$ cat src/rtl/riscv_pipe_pkg.sv
// riscv_pipe_pkg
// Constants shared by the stages of the 5-stage RISC-V pipeline: datapath
// width, the canonical NOP encoding, the default reset PC and the opcode
// values the decode/execute stages switch on.
package riscv_pipe_pkg;

    localparam int          XLEN     = 64;
    localparam logic [31:0] NOP      = 32'h0000_0013;   // addi x0, x0, 0
    localparam logic [63:0] RESET_PC = 64'h0000_0000_0000_0000;

    // Major opcodes used by the pipeline (instr[6:0])
    typedef enum logic [6:0] {
        OPC_LOAD   = 7'b000_0011,   // LD
        OPC_STORE  = 7'b010_0011,   // SD
        OPC_BRANCH = 7'b110_0011,   // BEQ
        OPC_OP     = 7'b011_0011,   // register ALU op
        OPC_OP_IMM = 7'b001_0011    // immediate ALU op
    } opcode_e;

    localparam logic [2:0] F3_LD  = 3'b011;
    localparam logic [2:0] F3_SD  = 3'b011;
    localparam logic [2:0] F3_BEQ = 3'b000;

    // Extract the major opcode field of an instruction word
    function automatic logic [6:0] opcode_of(input logic [31:0] instr);
        return instr[6:0];
    endfunction

endpackage

$ cat src/rtl/riscv_fetch_unit_if.sv
// riscv_fetch_unit_if
// Bundles the fetch stage's bus-facing signals:
//   imem_req/imem_addr/imem_rdata : synchronous instruction memory port
//   redirect/redirect_pc          : flush-and-restart from a later stage
//   id_valid/id_ready/id_instr/id_pc : valid/ready handoff to decode
// Modport master is the fetch unit; slave is memory + downstream pipeline.
interface riscv_fetch_unit_if #(
    parameter int XLEN = riscv_pipe_pkg::XLEN
);
    logic            imem_req;
    logic [XLEN-1:0] imem_addr;
    logic [31:0]     imem_rdata;
    logic            redirect;
    logic [XLEN-1:0] redirect_pc;
    logic            id_valid;
    logic            id_ready;
    logic [31:0]     id_instr;
    logic [XLEN-1:0] id_pc;

    modport master (
        output imem_req, imem_addr,
        input  imem_rdata,
        input  redirect, redirect_pc,
        output id_valid, id_instr, id_pc,
        input  id_ready
    );

    modport slave (
        input  imem_req, imem_addr,
        output imem_rdata,
        output redirect, redirect_pc,
        input  id_valid, id_instr, id_pc,
        output id_ready
    );
endinterface

$ cat src/rtl/fetch_queue.sv
// fetch_queue
// Generic synchronous FIFO, DEPTH entries (power of two) of WIDTH bits.
// Ports: clock, reset (sync, active-high), flush (clears contents),
//        push/push_data, pop, count (0..DEPTH), head_data (oldest entry).
// The caller must not push when full nor pop when empty.
module fetch_queue #(
    parameter  int WIDTH = 96,
    parameter  int DEPTH = 4,
    localparam int AW    = $clog2(DEPTH),
    localparam int CW    = AW + 1
) (
    input  logic             clock,
    input  logic             reset,
    input  logic             flush,
    input  logic             push,
    input  logic [WIDTH-1:0] push_data,
    input  logic             pop,
    output logic [CW-1:0]    count,
    output logic [WIDTH-1:0] head_data
);
    localparam logic [AW-1:0] PTR_ONE = AW'(1'b1);
    localparam logic [CW-1:0] CNT_ONE = CW'(1'b1);

    logic [WIDTH-1:0] mem_q [DEPTH];
    logic [AW-1:0]    rd_ptr_q, rd_ptr_d;
    logic [AW-1:0]    wr_ptr_q, wr_ptr_d;
    logic [CW-1:0]    count_q, count_d;
    logic             push_en_s;

    // Next pointer/count state; flush overrides any push or pop
    always_comb begin
        rd_ptr_d  = rd_ptr_q;
        wr_ptr_d  = wr_ptr_q;
        count_d   = count_q;
        push_en_s = 1'b0;
        if (flush) begin
            rd_ptr_d = {AW{1'b0}};
            wr_ptr_d = {AW{1'b0}};
            count_d  = {CW{1'b0}};
        end else begin
            push_en_s = push;
            if (push) begin
                wr_ptr_d = wr_ptr_q + PTR_ONE;
            end else begin
                wr_ptr_d = wr_ptr_q;
            end
            if (pop) begin
                rd_ptr_d = rd_ptr_q + PTR_ONE;
            end else begin
                rd_ptr_d = rd_ptr_q;
            end
            case ({push, pop})
                2'b10:   count_d = count_q + CNT_ONE;
                2'b01:   count_d = count_q - CNT_ONE;
                default: count_d = count_q;
            endcase
        end
    end

    // Pointer and occupancy registers
    always_ff @(posedge clock) begin
        if (reset) begin
            rd_ptr_q <= {AW{1'b0}};
            wr_ptr_q <= {AW{1'b0}};
            count_q  <= {CW{1'b0}};
        end else begin
            rd_ptr_q <= rd_ptr_d;
            wr_ptr_q <= wr_ptr_d;
            count_q  <= count_d;
        end
    end

    // Entry storage; contents are meaningless outside [rd_ptr, wr_ptr)
    always_ff @(posedge clock) begin
        if (push_en_s && !reset) begin
            mem_q[wr_ptr_q] <= push_data;
        end
    end

    assign count     = count_q;
    assign head_data = mem_q[rd_ptr_q];

endmodule

$ cat src/rtl/riscv_fetch_unit.sv
// riscv_fetch_unit
// Instruction fetch stage feeding the IF/ID register. Owns the PC, issues at
// most one word fetch per cycle to a one-cycle-latency memory, buffers the
// returned words with their PCs in fetch_queue and offers the oldest to
// decode over valid/ready. A redirect flushes the queue, drops the response
// in flight and restarts fetch at the new PC on the following cycle.
// Ports: clock, reset (sync, active-high), bus (riscv_fetch_unit_if.master).
module riscv_fetch_unit #(
    parameter int              XLEN     = riscv_pipe_pkg::XLEN,
    parameter int              DEPTH    = 4,
    parameter logic [XLEN-1:0] RESET_PC = XLEN'(riscv_pipe_pkg::RESET_PC),
    parameter logic [31:0]     NOP      = riscv_pipe_pkg::NOP
) (
    input  logic                      clock,
    input  logic                      reset,
    riscv_fetch_unit_if.master        bus
);
    localparam int              CW         = $clog2(DEPTH) + 1;
    localparam int              SW         = CW + 1;
    localparam logic [SW-1:0]   DEPTH_W    = SW'(DEPTH);
    localparam logic [XLEN-1:0] ALIGN_MASK = ~XLEN'(2'b11);
    localparam logic [XLEN-1:0] PC_STEP    = XLEN'(3'd4);
    localparam logic [XLEN-1:0] RESET_AL   = RESET_PC & ALIGN_MASK;

    logic [XLEN-1:0]    pc_q, pc_d;
    logic [XLEN-1:0]    req_pc_q, req_pc_d;
    logic               inflight_q, inflight_d;

    logic [CW-1:0]      count_s;
    logic [32+XLEN-1:0] head_s;
    logic               id_valid_s;
    logic               pop_s;
    logic               push_s;
    logic               issue_s;
    logic [SW-1:0]      credit_s;

    assign id_valid_s = (count_s != {CW{1'b0}});

    // Credit check and fetch issue: queued + in-flight words, minus the one
    // leaving this cycle, must leave room for the word about to be requested
    always_comb begin
        pop_s    = id_valid_s & bus.id_ready;
        credit_s = SW'(count_s) + SW'(inflight_q) - SW'(pop_s);
        push_s   = inflight_q & ~bus.redirect;
        issue_s  = 1'b0;
        if (reset || bus.redirect) begin
            issue_s = 1'b0;
        end else if (credit_s < DEPTH_W) begin
            issue_s = 1'b1;
        end else begin
            issue_s = 1'b0;
        end
    end

    // Next PC / in-flight tracking; a redirect also kills the in-flight word
    always_comb begin
        pc_d       = pc_q;
        req_pc_d   = req_pc_q;
        inflight_d = 1'b0;
        if (bus.redirect) begin
            pc_d = bus.redirect_pc & ALIGN_MASK;
        end else if (issue_s) begin
            pc_d       = pc_q + PC_STEP;
            req_pc_d   = pc_q;
            inflight_d = 1'b1;
        end else begin
            pc_d = pc_q;
        end
    end

    // PC and request bookkeeping registers
    always_ff @(posedge clock) begin
        if (reset) begin
            pc_q       <= RESET_AL;
            req_pc_q   <= {XLEN{1'b0}};
            inflight_q <= 1'b0;
        end else begin
            pc_q       <= pc_d;
            req_pc_q   <= req_pc_d;
            inflight_q <= inflight_d;
        end
    end

    fetch_queue #(
        .WIDTH (32 + XLEN),
        .DEPTH (DEPTH)
    ) u_queue (
        .clock     (clock),
        .reset     (reset),
        .flush     (bus.redirect),
        .push      (push_s),
        .push_data ({bus.imem_rdata, req_pc_q}),
        .pop       (pop_s),
        .count     (count_s),
        .head_data (head_s)
    );

    // Memory request port
    always_comb begin
        bus.imem_req  = issue_s;
        bus.imem_addr = pc_q;
    end

    // Decode handoff straight from queue storage; a NOP bubble when empty
    always_comb begin
        bus.id_valid = id_valid_s;
        if (id_valid_s) begin
            bus.id_instr = head_s[32+XLEN-1:XLEN];
            bus.id_pc    = head_s[XLEN-1:0];
        end else begin
            bus.id_instr = NOP;
            bus.id_pc    = {XLEN{1'b0}};
        end
    end

endmodule

$ cat src/flat_wrapper.sv
// flat-port wrapper written by rule: the top's interface ports become plain ports
module riscv_fetch_unit_flat 
#(
    parameter int              XLEN     = riscv_pipe_pkg::XLEN,
    parameter int              DEPTH    = 4,
    parameter logic [XLEN-1:0] RESET_PC = XLEN'(riscv_pipe_pkg::RESET_PC),
    parameter logic [31:0]     NOP      = riscv_pipe_pkg::NOP
)
  (clock, reset, bus_imem_req, bus_imem_addr, bus_imem_rdata, bus_redirect, bus_redirect_pc, bus_id_valid, bus_id_instr, bus_id_pc, bus_id_ready);
  riscv_fetch_unit_if #(.XLEN(XLEN)) bus_i ();
  input  logic clock;
  input  logic reset;
  output wire logic [$bits(bus_i.imem_req)-1:0] bus_imem_req;
  output wire logic [$bits(bus_i.imem_addr)-1:0] bus_imem_addr;
  input wire logic [$bits(bus_i.imem_rdata)-1:0] bus_imem_rdata;
  input wire logic [$bits(bus_i.redirect)-1:0] bus_redirect;
  input wire logic [$bits(bus_i.redirect_pc)-1:0] bus_redirect_pc;
  output wire logic [$bits(bus_i.id_valid)-1:0] bus_id_valid;
  output wire logic [$bits(bus_i.id_instr)-1:0] bus_id_instr;
  output wire logic [$bits(bus_i.id_pc)-1:0] bus_id_pc;
  input wire logic [$bits(bus_i.id_ready)-1:0] bus_id_ready;
  assign bus_imem_req = bus_i.imem_req;
  assign bus_imem_addr = bus_i.imem_addr;
  assign bus_i.imem_rdata = bus_imem_rdata;
  assign bus_i.redirect = bus_redirect;
  assign bus_i.redirect_pc = bus_redirect_pc;
  assign bus_id_valid = bus_i.id_valid;
  assign bus_id_instr = bus_i.id_instr;
  assign bus_id_pc = bus_i.id_pc;
  assign bus_i.id_ready = bus_id_ready;
  riscv_fetch_unit #(.XLEN(XLEN), .DEPTH(DEPTH), .RESET_PC(RESET_PC), .NOP(NOP)) u_core (.clock(clock), .reset(reset), .bus(bus_i));
endmodule
$ cat config.mk
export PLATFORM = sky130hd
export DESIGN_NAME = riscv_fetch_unit_flat
export DESIGN_NICKNAME = d
export VERILOG_FILES = /design/src/rtl/riscv_pipe_pkg.sv /design/src/rtl/riscv_fetch_unit_if.sv /design/src/rtl/fetch_queue.sv /design/src/rtl/riscv_fetch_unit.sv /design/src/flat_wrapper.sv
export SDC_FILE = /design/constraint.sdc
export NUM_CORES = 1
export LEC_CHECK = 0
export CORE_UTILIZATION = 40
export DETAILED_ROUTE_END_ITERATION = 16
export HOLD_SLACK_MARGIN = 0.06
export RECOVER_POWER = 50
export REMOVE_ABC_BUFFERS = 1
export SYNTH_ARGS = -nofsm -noshare
export SYNTH_HDL_FRONTEND = slang
export SYNTH_SLANG_ARGS = --single-unit
$ cat constraint.sdc
create_clock -name clock -period 3.7 [get_ports clock]
set_input_delay 0.74 -clock clock [delete_from_list [all_inputs] [get_ports clock]]
set_output_delay 0.74 -clock clock [all_outputs]
set_load 0.03 [all_outputs]
* After elaboration in Yosys (flattened, before gate mapping)
Memory sizes are Yosys's and may differ from the RTL's. A register that Yosys moved wholly into a read port is not among the register bits.
Index checks and enable logic that the tools add are counted.
** Cells by class
- Equality and inequality tests :: 2
- Order comparisons :: 1
- Add/sub/neg operators :: 7
- Multiplexer cells :: 13
- Reduce and logical (&&, ||, !) cells :: 8
- Bitwise operators :: 3
** Operators with widths (count)
- $mux 64 :: 3
- $add 64x3->64 const B :: 1
- $mux 32 :: 1
- $mux 1 :: 6
- $pmux 3 s2 :: 1
- $add 2x1->2 const B :: 2
- $add 3x1->4 :: 1
- $lt 4x3->1 const B :: 1
- $mux 2 :: 2
- $reduce_bool 2->1 :: 2
- $sub 4x1->4 :: 1
- $add 3x1->3 const B :: 1
- $reduce_bool 3->1 :: 1
- $sub 3x1->3 const B :: 1
- $and 1x1->1 :: 2
- $eq 2x1->1 const B :: 1
- $eq 2x2->1 const B :: 1
- $reduce_and 2->1 :: 1
- $reduce_or 2->1 :: 1
- $logic_and 1x1->1 :: 1
- $logic_not 1->1 :: 1
- $logic_or 1x1->1 :: 1
- $not 1->1 :: 1
** Storage, ports and cells
- Bits in writable memories :: 384
- Register bits after elaboration :: 136
- Memories kept :: 1
- Output and inout port bits :: 162
** Memories
- u_core.u_queue.mem_q :: depth 4, bits a word 96, read ports 1, clocked after memory_dff 1, wr ports 1, RTL line fetch_queue.sv:24 : logic [WIDTH-1:0] mem_q [DEPTH];

* Depth between registers and ports, before layout
- Word-level depth :: 8
- Gate-level depth with buffers :: 15

* By module
A second synthesis with hierarchy kept.
** Second synthesis, totals
- Cell total of the unflattened synthesis :: 1430
- Area total of the unflattened synthesis :: 21147.8 um^2
** By module, submodules not included
- fetch_queue :: instances 1, cells each 545, area an instance 14281.2 um^2, sequential area each 11711.2 um^2
- riscv_fetch_unit :: instances 1, cells each 885, area an instance 6866.6 um^2, sequential area each 2502.4 um^2

* Worst setup path before layout
No wires, ideal clock.
- Path kind :: input -> register
- Start point :: input port bus_redirect
- End point :: memory u_core.u_queue.mem_q[0][10], enable pin
- Path buffers :: 0
- Data arrival time :: 3282 ps
- Cell stages on the path :: 2
- Data required time :: 3236 ps
- Path slack :: -46 ps
- Cells stage by stage :: nor2_1 and3_1
** Between the ends
- Word-level cells in the longest chain between the ends :: 6
** Ends and longest elaborated chain
- start: declaration :: RTL line flat_wrapper.sv:16 : input wire logic [$bits(bus_i.redirect)-1:0] bus_redirect;
- $not 1->1 :: RTL line riscv_fetch_unit.sv:44 : push_s = inflight_q & ~bus.redirect;
- $and 1x1->1 :: RTL line riscv_fetch_unit.sv:44
- $mux 1 * :: RTL line fetch_queue.sv:36 : if (flush) begin
- $logic_and 1x1->1 * :: RTL line fetch_queue.sv:75 : if (push_en_s && !reset) begin
- $mux 1 * :: RTL line fetch_queue.sv:75
- $mux 1 (not written as such) * :: RTL line fetch_queue.sv:76 : mem_q[wr_ptr_q] <= push_data;
- end: declaration :: RTL line fetch_queue.sv:24
Mark *: on every way between the ends. The rest lies on a longest branch, timed or not.

* Final worst setup path
- Start point :: register u_core.u_queue.count_q[0] (netlist: u_core.u_queue.count[0])
- End point :: output port bus_imem_req
** Between the ends
- Word-level cells in the longest chain between the ends :: 6
- Elaborated cells on any way between the ends :: 7
- Classes of those cells :: add/sub (2); order compare (1); mux (2); bitwise (1); reduce/logical (1)
** Ends and longest elaborated chain
- start: declaration :: RTL line fetch_queue.sv:27 : logic [CW-1:0] count_q, count_d;
- start signal: assignment :: RTL line fetch_queue.sv:65 : count_q <= {CW{1'b0}};
- start signal: assignment :: RTL line fetch_queue.sv:69 : count_q <= count_d;
- $reduce_bool 3->1 :: RTL line riscv_fetch_unit.sv:37 : assign id_valid_s = (count_s != {CW{1'b0}});
- $and 1x1->1 :: RTL line riscv_fetch_unit.sv:42 : pop_s = id_valid_s & bus.id_ready;
- via u_core.pop_s :: RTL line riscv_fetch_unit.sv:32 : logic pop_s;
- $sub 4x1->4 :: RTL line riscv_fetch_unit.sv:43 : credit_s = SW'(count_s) + SW'(inflight_q) - SW'(pop_s);
- $lt 4x3->1 :: RTL line riscv_fetch_unit.sv:48 : end else if (credit_s < DEPTH_W) begin
- $mux 1 :: RTL line riscv_fetch_unit.sv:48
- $mux 1 :: RTL line riscv_fetch_unit.sv:46 : if (reset || bus.redirect) begin
- end: declaration :: RTL line flat_wrapper.sv:13 : output wire logic [$bits(bus_i.imem_req)-1:0] bus_imem_req;
The timed path passes the listed nets, and every way through them passes these cells.

==> impl_results.md <==
* RSZ-0062 raised after global routing: false
* Register area share after synthesis at 67.5%
* Worst Hold Class: reg2reg
* Post-route DRC at 0
* Fmax achieved at 280 MHz
* Area Growth Syn to Fin at 26.4%
* Post-Route WL at 54.4 mm
* Adder-cell area share of the yosys netlist at 0.640%
* Clock root cell: clkbuf_16
* Count leader, synth: edfxtp_1
* Compound-Gate Fraction of Synth Area at 6.54%
* IO Count at 262
* Mapped Cells at 1432
* Clk Latency, worst-skew pair at 0.59 ns
* Synth Cell Area at 0.0207 sq mm
* GRT overflow at 0
* Synth cell types at 62
* Worst slew pin tran at 2.04 ns
* H-tree depth at 2
* Antenna Cells at 0
* Number of synthesized flops with an enable pin at 376
* Worst-path maximum fanout at 4
* Clock period minus worst slack at 3.57 ns
* Router iterations before antenna repair at 5
* CP Class: reg2out
* Layout cells sized above 1 at 15.0%
* Synth Warn # at 0
* CTS buffer count at 52
* Initial Utilization at 40.5%
* Max Cap Viol at 2
* CTS tree: yes
* Largest cells by area after synthesis: edfxtp_1 (55%), dfxtp_1 (13%), mux4_2 (10%), nand2_1 (3.0%), and2_1 (2.9%)
* Skew final at 0.0122 ns
* Number of vias per cell at 5.36
* Clock sink count at 510
* CORE AREA at 0.0512 sq mm
* Die W at 230 um
* Final HPWL DP at 34.7 mm
* Vias in the first global route at 13200
* Synth Area in XOR/XNOR at 1.06%
* Row cnt at 83
* Multiplexer area fraction after synthesis at 10.4%
* Final worst setup slack at 0.131 ns
* Top cells by count, synth: edfxtp_1 (376), nand2_1 (165), dfxtp_1 (134)
* Leakage at 8.65 nW
* FF+latch count, synth at 510
* 1st-iter DRT viols at 1090
* Failing checks: max-capacitance violations, max-slew violations
* Critical path data arrival time at 2.83 ns
* Number of setup violations in the final report at 0
* Top cell type's share of synthesized area at 54.5%
* Power Dens Cells at 461 mW/mm^2
* DRT antenna net count at 0
* Synth Area in Simple Gates at 11.6%
* Max Root-Sink Buffers at 3
* Die height at 230 um
* Dpl ws at -0.152 ns
* Period Utilization, post-route at 96.5%
* Wire length per cell at 22.3 um
* Worst Path Required at 2.96 ns
* Syn Area/Cell at 14.5 sq um
* Synth area leader: edfxtp_1
* Final hold viol count at 0
* Setup TNS at 0 ns
* Via count at 13100
* Fin cells at 2445
* Outcome: finished with violations
* Placed cell count at 2338
* Routability Congestion at 0.768
* Clk pin slew, worst setup/hold paths at 0.06 ns
* Max IR drop VDD at 302 uV
* Top_reg_cell synth: edfxtp_1
* Post-layout nets at 1832
* Design Power at 12.1 mW
* Max transition margin at -36.2%
* # hold bufs at CTS at 0
* Slew Limit Fails at 158
* Global-route wire length before repair at 81.8 mm
* Largest net degree at the start of global routing at 95
* Die area at 0.0527 sq mm
* Post-synthesis async set-or-reset flop share at 0%
* Antenna violations before repair at 2
* Largest family of logic cells by synthesized area: simple AND/OR/NAND/NOR gates
* GRT Resource Usage Total at 20.7%
* Input/output buffers at 255
* CP Launch Type: flop
* Worst setup EP type: output pin
* Hold WS at 0.491 ns
==> flip-flops by register name, indices dropped and copies added (netlist names), named ones only <==
| name | flops |
|---|---|
| u_core.u_queue.mem_q | 376 |
| u_core.bus.imem_addr | 62 |
| u_core.req_pc_q | 62 |
| u_core.u_queue.count | 3 |
| u_core.u_queue.rd_ptr_q | 2 |
| u_core.u_queue.wr_ptr_q | 2 |
| u_core.inflight_q | 1 |
==> placed cells by master (no fill, tap or decap), types with 21 or more instances in the layout <==
cell,n
mux4_2,94
inv_1,21
nor2_1,77
clkbuf_1,25
dfxtp_1,129
clkdlybuf4s50_1,220
a21oi_1,69
buf_4,48
dlygate4sd3_1,32
and2_1,96
a211oi_1,21
o21ai_0,23
clkbuf_16,53
edfxtp_1,376
nand2_1,165
==> metal layers <==
metal / GRT usage (%) / up-vias / wire, um
met4: 6.94 / 4 / 1400
met5: 0 / - / 27
met3: 3.42 / 75 / 3060
met1: 27.7 / 6568 / 23200
li1: - / 6061 / -
met2: 34.2 / 390 / 26700
==> metrics by stage <==
step                area [sq um]  util (%)
global placement           24500      47.9
finish                     26200      51.1
detailed placement         24500      47.9
global route               26200      51.1
floorplan                  20300         -
CTS                        26200      51.2
==> critical path, cell delays in order (launching register included) <==
cell,delay (ns)
dfxtp_2,0.34
nor3_4,0.22
clkinv_2,0.10
and2_1,0.18
ha_1,0.19
inv_1,0.05
ha_1,0.21
and3b_2,0.24
o21a_4,0.25
o21ai_4,0.19
inv_2,0.09
buf_4,0.17
==> where the power goes <==
part / total, mW / internal [mW] / switching [mW]
clock: 5.03 / 2.89 / 2.14
combinational: 0.728 / 0.309 / 0.418
sequential: 6.33 / 6.20 / 0.128
==> final cells by class <==
class / instances / area [sq um]
clock inverters: 17 / 153
fillers: 4373 / 25000
inverters: 24 / 91.3
well taps: 680 / 851
multi-input cells: 807 / 6310
repair buffers: 327 / 3310
flip-flops and latches: 510 / 14000
clock buffers: 80 / 1480
==> final timing paths <==
check	start	endpoint	slack [ns]	cells after the start
setup reg to reg	u_core.u_queue.count[0]$_SDFFE_PP0P_	u_core.bus.imem_addr[60]$_SDFFE_PP0P_	0.54	13
setup / recovery	u_core.u_queue.count[0]$_SDFFE_PP0P_	bus_imem_req	0.13	11
hold reg to reg	u_core.req_pc_q[22]$_SDFFE_PP0P_	u_core.req_pc_q[22]$_SDFFE_PP0P_	0.49	2
hold / removal	u_core.req_pc_q[22]$_SDFFE_PP0P_	u_core.req_pc_q[22]$_SDFFE_PP0P_	0.49	2
==> kinds of logic after synthesis <==
family | count (synthesis)
AO/OA/AOI/OAI | 200
XOR/XNOR | 25
adder cells (fa/ha/maj) | 10
buffers and inverters | 118
flip-flops | 510
multiplexers | 97
other | 1
AND/OR/NAND/NOR | 471
==> repair_timing <==
action,4_1_cts,5_1_grt
setup endpoints to repair,23,1
pin swaps,2,3
resized for setup,4,4
buffers inserted,4,6
No activity file was read; power rests on OpenSTA's default activity.
==> RTL change 1, RTL diff (same flow settings) <==
`XLEN`: 64 -> 72.
--- a/src/rtl/riscv_pipe_pkg.sv
+++ b/src/rtl/riscv_pipe_pkg.sv
@@ -4,7 +4,7 @@
 // values the decode/execute stages switch on.
 package riscv_pipe_pkg;
 
-    localparam int          XLEN     = 64;
+    localparam int          XLEN     = 72;
     localparam logic [31:0] NOP      = 32'h0000_0013;   // addi x0, x0, 0
     localparam logic [63:0] RESET_PC = 64'h0000_0000_0000_0000;
 
Ports: changed (resized bus_id_pc, bus_imem_addr and bus_redirect_pc); port bits go from 262 to 286. No check against the original RTL was run, so the function may have changed too.
==> RTL change 1 against the original RTL <==
- largest power group unchanged
- count of clock-buffer cells in the layout rose by 6
- power rose by 13%
- clock power rose by 19%
- the flow still finishes with violations (capacitance limit, slew limit)
- largest cell class unchanged
- sequential cell count rose by 48
- clock skew rose by 0.0052 ns
- non-clock buffer count rose by 31
- wire length rose by 12%
- maximum frequency rose by 0.89%
- via count rose by 12%
- final area rose by 10%
- area after synthesis rose by 10%
- setup slack improved by 0.031 ns
==> RTL change 1: results (changes against the original RTL) <==
clk_pin_slew_ns: 0.06  # about the same
slowest_stage: "dfxtp_2"
finish.instance_area_um2: 28800  # +10%
synthArstFlopShare_pct: 0  # unchanged
wire_per_inst_um: 22.5  # +1.3%
largest_register_ffs: 408  # +8.5%
fin_nets: 2023  # +10%
antenna_found_initial: 0  # -2
io_buffers: 279  # +9.4%
synth_common_cells: "edfxtp_1, nand2_1, dfxtp_1"
syn_avg_cell_area_um2: 14.4  # -0.73%
grt_pass1_wl_um: 91300  # +12%
num-fill-cells: 4878  # +12%
grt_max_degree: 144  # +52%
yosysSeqAreaShare_pct: 66.9  # -0.56 points
cp_max_fo: 6  # +2
clk_latency_ns: 0.61  # +0.02 ns
place_inst: 2592  # +11%
fin_skew_ns: 0.0174  # +0.00522 ns
first_global_vias: 14800  # +12%
numCtsBuffers: 59  # +13%
violations: "capacitance limit, slew limit"
vias_per_cell: 5.44  # +1.5%
drt_iter0_drc: 1050  # -3.7%
drv_cap: 3  # +1
synth_area_leaders: "edfxtp_1, dfxtp_1, mux4_2"
slew_viol_final: 350  # +120%
power.leakage_nw: 9.77  # +13%
status: "finished, violations left"
cp.arrival_ns: 2.80  # -0.03 ns
dp_hpwl_um: 37600  # +8.5%
ir_drop_mv: 0.341  # +13%
synth_cell_type_count: 66  # +6.5%
routed_wl_um: 61100  # +12%
gp_congestion: 0.803  # +4.6%
place_area_um2: 26800  # +9.3%
drive_above_1_share_pct: 18.0  # +3.0 points
grtUsageTotal_pct: 21.2  # +0.48 points
pre_cts_ws_ns: -0.196  # -0.0435 ns
synth_edf_count: 408  # +8.5%
RTL change 1: layout make-up:
cell class	instances	area share [%]
Clock buffer	86	6.34
Clock inverter	24	0.621
Inverter	35	0.461
Multi-Input combinational cell	893	24.5
Sequential cell	558	53.0
Tap cell	756	3.28
Timing Repair Buffer	358	11.8
RTL change 1: final timing paths:
kind / from / end / slack (ns) / cells after the start
setup / recovery: u_core.u_queue.count[0] / bus_imem_req / 0.16 / 11
hold / removal: u_core.req_pc_q[27] / u_core.req_pc_q[27] / 0.50 / 2
setup reg to reg: u_core.u_queue.count[0] / u_core.bus.imem_addr[59] / 0.39 / 15
hold reg to reg: u_core.req_pc_q[27] / u_core.req_pc_q[27] / 0.50 / 2
RTL change 1: report_power, final:
part           switching, W  internal [W]
registers          0.000137       0.00677
clock network       0.00242       0.00355
logic              0.000457      0.000336
total               0.00301        0.0107
RTL change 1: metal layers:
metal / vias to the layer above / track usage, % / part of all wire, %
met3: 96 / 3.60 / 5.3
li1: 6753 / - / -
met2: 420 / 35.2 / 49
met1: 7466 / 28.8 / 43
met4: 0 / 5.87 / 2.3
met5: - / 0 / 0
RTL change 1: repair_timing:
| action | in CTS | in global routing |
|---|---|---|
| hold buffers | 0 | 0 |
| setup buffers | 6 | 2 |
| endpoints found under the setup margin | 34 | 1 |
| pin swaps | 1 | 2 |
| resized for setup | 7 | 4 |
RTL change 1: cells by family (layout without fill, tap and decap cells):
logic type	count (synthesis)	in the layout	synth area share [%]
other	1	4	0.0164
muxes	103	103	10.1
and+or+nand+nor	524	524	11.9
xor gates and xnor gates	26	26	0.999
AOI/OAI and AO/OA	226	226	7.12
adders and majority gates	10	10	0.582
buffers and inverters	140	503	2.41
DFF	558	558	66.9
RTL change 1: critical path: cells and delay by family, from the launching register on:
| family | cells | cell delay (ns) |
|---|---|---|
| AND/OR/NAND/NOR | 3 | 0.65 |
| AO/OA/AOI/OAI | 2 | 0.42 |
| adder cells (fa/ha/maj) | 2 | 0.40 |
| buffers and inverters | 4 | 0.36 |
| flip-flops | 1 | 0.35 |
RTL change 1: stage by stage:
stage               hold slack, ns  setup TNS, ns  utilization, %
floorplan                    0.458        -612.39               -
global placement             0.468          -2.44            47.5
detailed placement           0.484          -3.10            47.5
CTS                          0.495              0            51.2
global route                 0.518              0            51.1
finish                       0.495              0            51.1
==> RTL change 2, RTL diff (same settings) <==
Without the edit above. Make the reset (`reset`) asynchronous in 2 clocked blocks.
--- a/src/rtl/fetch_queue.sv
+++ b/src/rtl/fetch_queue.sv
@@ -58,7 +58,7 @@
     end
 
     // Pointer and occupancy registers
-    always_ff @(posedge clock) begin
+    always_ff @(posedge clock or posedge reset) begin
         if (reset) begin
             rd_ptr_q <= {AW{1'b0}};
             wr_ptr_q <= {AW{1'b0}};
--- a/src/rtl/riscv_fetch_unit.sv
+++ b/src/rtl/riscv_fetch_unit.sv
@@ -69,7 +69,7 @@
     end
 
     // PC and request bookkeeping registers
-    always_ff @(posedge clock) begin
+    always_ff @(posedge clock or posedge reset) begin
         if (reset) begin
             pc_q       <= RESET_AL;
             req_pc_q   <= {XLEN{1'b0}};
Function: differs if reset is asserted again (counterexample within 4 cycles, from zero or initial values and one cycle with reset high); with reset held inactive, the same outputs for 4 cycles.
==> RTL change 2 against the original RTL <==
- highest routed layer is now met4
- maximum frequency decreased by 1.6%
- final area grew 2.1%
- synthesized cell count shrank 9.8%
- sequential cell count decreased by 2
- critical path depth unchanged
- the flow still finishes with violations (capacitance limit, slew limit)
- wire length grew 0.98%
- clock skew decreased by 0.0014 ns
- setup slack got worse by 0.058 ns
- area after synthesis grew 2.4%
Power is not compared: it rests on default switching activity, and its combinational part moved more than twofold at a synthesized area within 25%.
==> RTL change 2: results (changes against the original RTL) <==
synth_mux_area_share_pct: 13.2  # +2.8 points
antenna_found_initial: 0  # -2
routed_wl_um: 54900  # +0.98%
synthAdderAreaFrac_pct: 0.567  # -0.074 points
htree_levels: 2  # unchanged
min_path_cells: 0  # -2
drive_above_1_share_pct: 22.7  # +7.7 points
reg2reg_setup_slack_ns: 0.44  # -0.10 ns
ff2ff_path_depth: 14  # +1
drv_cap: 4  # +2
grtUsageTotal_pct: 20.4  # -0.37 points
fin_nets: 1707  # -6.8%
cts_max_path_buffers: 3  # unchanged
num-fill-cells: 4390  # +0.39%
gp_congestion: 0.793  # +3.2%
status: "finished, violations left"
synth_common_cells: "edfxtp_1, dfrtp_1, and2_1"
drtPass1Iterations: 6  # +1
synthArstFlopShare_pct: 26.0  # +26 points
layout.cells.non_filler: 2330  # -4.7%
grt_max_degree: 62  # -35%
cp.arrival_ns: 2.89  # +0.06 ns
drt_iter0_drc: 909  # -17%
place_inst: 2227  # -4.7%
violations: "capacitance limit, slew limit"
yosysSeqAreaShare_pct: 68.8  # +1.4 points
cpPeakStageDelay_ns: 0.45  # +0.11 ns
first_global_vias: 12500  # -5.3%
slowest_stage: "dfrtp_2"
hp-start: "u_core.req_pc_q[43]"
slew_viol_final: 136  # -14%
dp_hpwl_um: 35500  # +2.5%
vias_per_cell: 5.37  # +0.19%
synth-compound-area-share_pct: 4.44  # -2.1 points
yosys.area_share.xor_xnor_pct: 1.32  # +0.26 points
reg2reg_from: "u_core.u_queue.count[2]"
whs_endpoint: "u_core.u_queue.mem_q[1][43]"
cp_max_fo: 5  # +1
-- RTL change 2: layout make-up --
cell class | count | area, um2 | area share, %
Tap cell | 688 | 861 | 3.22
Clock inverter | 22 | 218 | 0.815
Timing Repair Buffer | 329 | 3260 | 12.2
Inverter | 21 | 80.1 | 0.300
Sequential cell | 508 | 14600 | 54.6
Multi-Input combinational cell | 686 | 6220 | 23.3
Clock buffer | 76 | 1480 | 5.55
-- RTL change 2: repair_timing --
action | in CTS | in global routing
resized for setup | 0 | 6
setup endpoints to repair | 1 | 33
cloned | 0 | 1
pin swaps | 1 | 2
buffers inserted | 1 | 3
endpoints found under the hold margin | 0 | 0
-- RTL change 2: logic make-up after synthesis --
family	after synthesis
other	1
xor gates and xnor gates	32
adders and majority gates	9
and+or+nand+nor	359
DFF	508
buffers and inverters	101
muxes	155
AOI/OAI and AO/OA	127
-- RTL change 2: worst max-delay path by stage --
stage / to / from / slack (ns) / cells past startpoint
CTS: bus_imem_req / u_core.u_queue.count[1] / 0.003 / 11
finish: bus_imem_req / u_core.u_queue.count[2] / 0.07 / 11
floorplan: bus_imem_req / u_core.u_queue.count[0] / -4.92 / 9
detailed placement: u_core.bus.imem_addr[58] / bus_id_ready / -0.05 / 11
global route: bus_imem_req / u_core.u_queue.count[2] / -0.08 / 11
global placement: bus_imem_req / bus_id_ready / -0.07 / 12
-- RTL change 2: power by group through the flow --
stage / logic (W) / registers, W / clock network (W)
global route: 0.00649 / 0.00786 / 0.00554
detailed placement: 0.00612 / 0.00785 / 0
global placement: 0.00609 / 0.00778 / 0
finish: 0.00606 / 0.00776 / 0.00521
CTS: 0.00615 / 0.00774 / 0.00534
floorplan: 0.00351 / 0.00804 / 0
-- RTL change 2: per-layer routing --
| metal | vias up | GRT usage, % | wire [um] |
|---|---|---|---|
| li1 | 5653 | - | - |
| met1 | 6460 | 28.1 | 24200 |
| met2 | 320 | 33.1 | 27000 |
| met3 | 73 | 3.63 | 2600 |
| met4 | 0 | 5.30 | 1140 |
| met5 | - | 0 | 0 |
-- RTL change 2: stage by stage --
step,power (W),worst slack [ns],setup TNS [ns],hold WS [ns],area [um2]
after global routing,0.0199,-0.0840,-0.0840,0.517,26700
after detailed placement,0.0140,-0.0463,-0.0952,0.495,25000
final,0.0190,0.0726,0,0.510,26700
after CTS,0.0192,0.00337,0,0.507,26700
after global placement,0.0139,-0.0720,-0.261,0.480,25000
after floorplan,0.0115,-4.92,-503.56,0.471,20900
